<file path="src/rtl/calc_datapath_w.sv">
// W-bit calculator datapath: operand regs, ALU/shift-add multiplier/restoring divider, 4-way output mux.
// Latency: ALU and error paths 1 cycle after go, mul/div W cycles; go is ignored while busy.
module calc_datapath_w #(
   parameter int W = 4
) (
   input  logic         clk,
   input  logic         reset,
   input  logic [W-1:0] x,
   input  logic [W-1:0] y,
   input  logic         en_x,
   input  logic         en_y,
   input  logic         go,
   input  logic [2:0]   op,
   input  logic [1:0]   sel_out,
   output logic [W-1:0] out_h,
   output logic [W-1:0] out_l,
   output logic         busy,
   output logic         done,
   output logic         err
);
   localparam int CW = $clog2(W);

   typedef enum logic [1:0] {S_IDLE, S_ALU, S_MUL, S_DIV} state_t;

   state_t         state;
   logic [W-1:0]   a_q, b_q, wa, wb, res_h, res_l, quo, rem;
   logic [2:0]     wop;
   logic [CW-1:0]  cnt;
   logic [2*W-1:0] acc, acc_nxt;
   logic           busy_q, done_q, err_q;

   logic [W-1:0]   alu_h, alu_l;
   logic           alu_err;
   logic [W:0]     sum, diff, trial, trial_sub;
   logic           q_bit;
   logic [W-1:0]   rem_nxt, quo_nxt;

   // One MSB-first iteration of each sequential unit, indexed by cnt.
   always_comb begin
      acc_nxt   = {acc[2*W-2:0], 1'b0} + (wb[cnt] ? {{W{1'b0}}, wa} : {2*W{1'b0}});
      trial     = {rem, wa[cnt]};
      trial_sub = trial - {1'b0, wb};
      q_bit     = (trial >= {1'b0, wb});
      rem_nxt   = q_bit ? trial_sub[W-1:0] : trial[W-1:0];
      quo_nxt   = {quo[W-2:0], q_bit};
   end

   // Single-cycle results; div reaches here only with a zero divisor.
   always_comb begin
      sum     = {1'b0, wa} + {1'b0, wb};
      diff    = {1'b0, wa} - {1'b0, wb};
      alu_h   = '0;
      alu_l   = '0;
      alu_err = 1'b0;
      case (wop)
         3'b000: begin
            alu_l = sum[W-1:0];
            alu_h = {{(W-1){1'b0}}, sum[W]};
         end
         3'b001: begin
            alu_l = diff[W-1:0];
            alu_h = diff[W] ? '1 : '0;
         end
         3'b010: alu_l = wa & wb;
         3'b011: alu_l = wa | wb;
         3'b101: begin
            alu_l   = '1;
            alu_h   = wa;
            alu_err = 1'b1;
         end
         default: alu_err = 1'b1;
      endcase
   end

   always_ff @(posedge clk or negedge reset) begin
      if (!reset) begin
         state  <= S_IDLE;
         a_q    <= '0;
         b_q    <= '0;
         wa     <= '0;
         wb     <= '0;
         wop    <= '0;
         cnt    <= '0;
         acc    <= '0;
         quo    <= '0;
         rem    <= '0;
         res_h  <= '0;
         res_l  <= '0;
         busy_q <= 1'b0;
         done_q <= 1'b0;
         err_q  <= 1'b0;
      end else begin
         done_q <= 1'b0;
         if (en_x) a_q <= x;
         if (en_y) b_q <= y;
         case (state)
            S_IDLE: begin
               if (go) begin
                  wa     <= a_q;
                  wb     <= b_q;
                  wop    <= op;
                  cnt    <= CW'(W-1);
                  acc    <= '0;
                  quo    <= '0;
                  rem    <= '0;
                  busy_q <= 1'b1;
                  if (op == 3'b100)
                     state <= S_MUL;
                  else if (op == 3'b101 && b_q != '0)
                     state <= S_DIV;
                  else
                     state <= S_ALU;
               end
            end
            S_ALU: begin
               res_h  <= alu_h;
               res_l  <= alu_l;
               err_q  <= alu_err;
               done_q <= 1'b1;
               busy_q <= 1'b0;
               state  <= S_IDLE;
            end
            S_MUL: begin
               acc <= acc_nxt;
               cnt <= cnt - CW'(1);
               if (cnt == '0) begin
                  {res_h, res_l} <= acc_nxt;
                  err_q  <= 1'b0;
                  done_q <= 1'b1;
                  busy_q <= 1'b0;
                  state  <= S_IDLE;
               end
            end
            S_DIV: begin
               rem <= rem_nxt;
               quo <= quo_nxt;
               cnt <= cnt - CW'(1);
               if (cnt == '0) begin
                  res_h  <= rem_nxt;
                  res_l  <= quo_nxt;
                  err_q  <= 1'b0;
                  done_q <= 1'b1;
                  busy_q <= 1'b0;
                  state  <= S_IDLE;
               end
            end
            default: state <= S_IDLE;
         endcase
      end
   end

   always_comb begin
      case (sel_out)
         2'b01:   {out_h, out_l} = {res_h, res_l};
         2'b10:   {out_h, out_l} = {{W{1'b0}}, a_q};
         2'b11:   {out_h, out_l} = {{W{1'b0}}, b_q};
         default: {out_h, out_l} = '0;
      endcase
   end

   assign busy = busy_q;
   assign done = done_q;
   assign err  = err_q;

endmodule
</file>
<file path="config.mk">
export PLATFORM = sky130hd
export DESIGN_NAME = calc_datapath_w
export DESIGN_NICKNAME = d
export VERILOG_FILES = /design/src/rtl/calc_datapath_w.sv
export SDC_FILE = /design/constraint.sdc
export NUM_CORES = 1
export LEC_CHECK = 0
export CORE_MARGIN = 1
export CORE_UTILIZATION = 57
export CTS_BUF_LIST = sky130_fd_sc_hd__clkbuf_4
export CTS_CLUSTER_SIZE = 10
export DETAILED_ROUTE_END_ITERATION = 10
export GPL_TIMING_DRIVEN = 0
export PLACE_DENSITY = 0.86
export SLEW_MARGIN = 20
export SYNTH_ARGS = -nofsm -noshare
export SYNTH_HDL_FRONTEND = slang
export SYNTH_SLANG_ARGS = --single-unit
</file>
<file path="constraint.sdc">
create_clock -name clk -period 6.1 [get_ports clk]
set_clock_uncertainty 0.15 [all_clocks]
set_input_delay 1.525 -clock clk [delete_from_list [all_inputs] [get_ports clk]]
set_output_delay 1.525 -clock clk [all_outputs]
set_load 0.03 [all_outputs]
</file>
==> results.yml <==
cells_and_area:
  final_cells: 418
  syn_to_final_growth_pct: 15.4
  final_layout_size_suffix_gt1_share_pct: 8.83
  final_util_pct: 70.6
  nNetsFinal: 392
  diodes: 0
route:
  postRouteAntennaNets: 0
  via_count: 2541
  post_drt_wl_per_cell_um: 17.2
  drtIter0Drc: 363
  vias_per_cell: 6.08
  drc: 0
  drt-pass1-iter-count: 5
  routed_wl_mm: 7.21
placement:
  hpwl_mm: 5.53
  dp.cells: 410
  port_buffers: 28
  gp_congestion: 0.968
  post-place-ws_ns: 1.10
grt:
  grt_pass1_vias: 2448
  grt_pass1_wl_mm: 12.0
  grt_usage_pct: 29.7
  overflow: 0
  antenna_found_initial: 0
  grt_max_degree: 31
clock_network:
  cts_tree: "built"
  clock_path_buffers: 2
  worstSkewPairLatency_ns: 0.37
  postCtsHoldBufs: 0
  root_buffer: "clkbuf_4"
  numCtsBuffers: 5
  cts_resized: 0
  clk_pin_slew_ns: 0.14
  htreeDepth: 2
  cts.sinks: 48
  cts_setup_buffers: 0
logic_synthesis:
  synth_top_area_share_pct: 40.2
  ys_seq_area_share_pct: 40.2
  ys_ff_latch: 48
  synthCells: 314
  synth_top_cell_by_area: "dfrtp_1"
  synth_area_leaders: "dfrtp_1 (40%), ha_1 (8.4%), o21ai_0 (5.5%)"
  yosys_warnings: 0
  ys_top_cells_by_count: "dfrtp_1 (48), nand2_1 (38), o21ai_0 (33), inv_1 (22), ha_1 (20)"
  ys.flop_type: "dfrtp_1"
  synth_edf_count: 0
  syn_avg_cell_area_um2: 9.52
  synthArstFlopShare_pct: 100
  synth.net_count: 356
  synth_cell_type_count: 53
  post-synth-top-count-cell: "dfrtp_1"
  syn_area_um2: 2990
timing:
  hold_viol: 0
  setup_viol: 0
  min_period_ns: 5.01
  timing.final.crit_share_pct: 82.1
  maxSlewHeadroom_pct: 63.6
  final.setup.worst_slack_ns: 1.09
  worstMarginPinSlew_ns: 0.539
  rsz0062_at_grt: "false"
  clock.fmax_ghz: 0.200
  setup_tns_ns: 0
  drv_slew: 0
floorplan:
  die_y_um: 74.4
  start_util_pct: 61.2
  dieArea_um2: 5540
  die_width_um: 74.4
  rows: 25
  core_area_um2: 4880
  ios: 29
run:
  drv_cap: 0
power:
  leakagePower_nw: 1.56
  vdd_drop_max_v: 0.000380
  p_per_area_nw_per_um2: 535
setup_path:
  crit_path_end_kind: "output port"
  start_kind: "input pin"
  crit_arrival_ns: 3.33
  crit_type: "input pin to output port"
  crit_fanout: 6
  r2r_slack_ns: 3.20
  cp.required_ns: 4.43
hold_path:
  hp-class: "flip-flop to flip-flop"
run_status:
  status: "finished clean"
==> path summary, 6_finish.rpt <==
path                                  from  endpoint  depth (start not counted)
worst min-delay path                rem[3]    rem[3]                          1
min in group asynchronous            reset    a_q[1]                          1
worst max-delay path            sel_out[1]  out_l[0]                          4
worst min register to register      rem[3]    rem[3]                          1
worst max register to register       wb[0]  res_h[0]                          8
max in group asynchronous            reset    acc[3]                          2
==> critical path, stage by stage <==
cell and delay (ns):
clkdlybuf4s50_1 0.60, mux2_2 0.37, a22o_1 0.24, clkdlybuf4s50_1 0.59
==> layer usage <==
metal / vias to the layer above / global-route usage, % / wire length [um]
met4: 0 / 15.5 / 255
met3: 20 / 5.56 / 482
met2: 120 / 45.0 / 3320
li1: 1189 / - / -
met5: - / 0 / 0
met1: 1212 / 40.8 / 3150
==> power breakdown <==
| part | switching (mW) | leakage [nW] | total, mW | internal (mW) |
|---|---|---|---|---|
| clock | 0.103 | 0.0456 | 0.194 | 0.0905 |
| sequential | 0.125 | 0.601 | 0.565 | 0.440 |
| combinational | 0.630 | 0.914 | 1.09 | 0.456 |
==> sequential cells by signal (all words and copies together) (netlist names) <==
signal,flops
a_q,4
acc,7
b_q,4
busy,1
cnt,2
done,1
err,1
quo,3
rem,4
res_h,4
res_l,4
state,2
wa,4
wb,4
wop,3
==> placed cells by master (no fill, tap or decap), types with 3 or more instances in the layout <==
cell,Yosys,layout
nand2_1,38,38
o22ai_1,4,4
nand2b_1,4,4
nand3_1,13,13
nor3_1,5,5
and2_1,6,6
mux2_2,12,12
a21o_1,6,6
a21oi_1,15,15
a22o_1,4,4
fa_1,4,4
buf_2,4,5
clkbuf_4,0,6
ha_1,20,20
inv_1,22,22
dfrtp_1,48,48
xor2_1,5,5
mux2i_1,3,3
o22a_1,3,3
xnor2_1,4,4
nor2_1,12,12
clkdlybuf4s50_1,0,27
o21ai_0,33,33
nor2b_1,6,6
clkbuf_1,6,6
==> through the flow <==
stage / power, mW / area (um^2) / hold WS (ns)
5_1_grt: 1.99 / 3450 / 0.381
3_3_place_gp: 1.58 / 3350 / 0.314
4_1_cts: 1.83 / 3450 / 0.369
3_5_place_dp: 1.62 / 3370 / 0.336
2_1_floorplan: 1.33 / 2990 / 0.300
6_report: 1.84 / 3450 / 0.367
==> kinds of logic after synthesis <==
logic type               Yosys count  synth area share (%)
AND/OR/NAND/NOR                   96                  15.8
AO/OA/AOI/OAI                     87                  18.8
flip-flops                        48                  40.2
buffers and inverters             33                  4.44
adder cells (fa/ha/maj)           24                  11.1
multiplexers                      17                  7.04
XOR/XNOR                           9                  2.64
==> cell type report <==
class                   count  area, um^2
multi-input cells         233        1650
fillers                   384        1430
flip-flops and latches     48        1200
repair buffers             29         295
well taps                  67        83.8
inverters                  22        82.6
plain buffers              11        50.0
clock buffers               6        45.0
clock inverters             2        35.0
(Power assumes the default switching activity.)
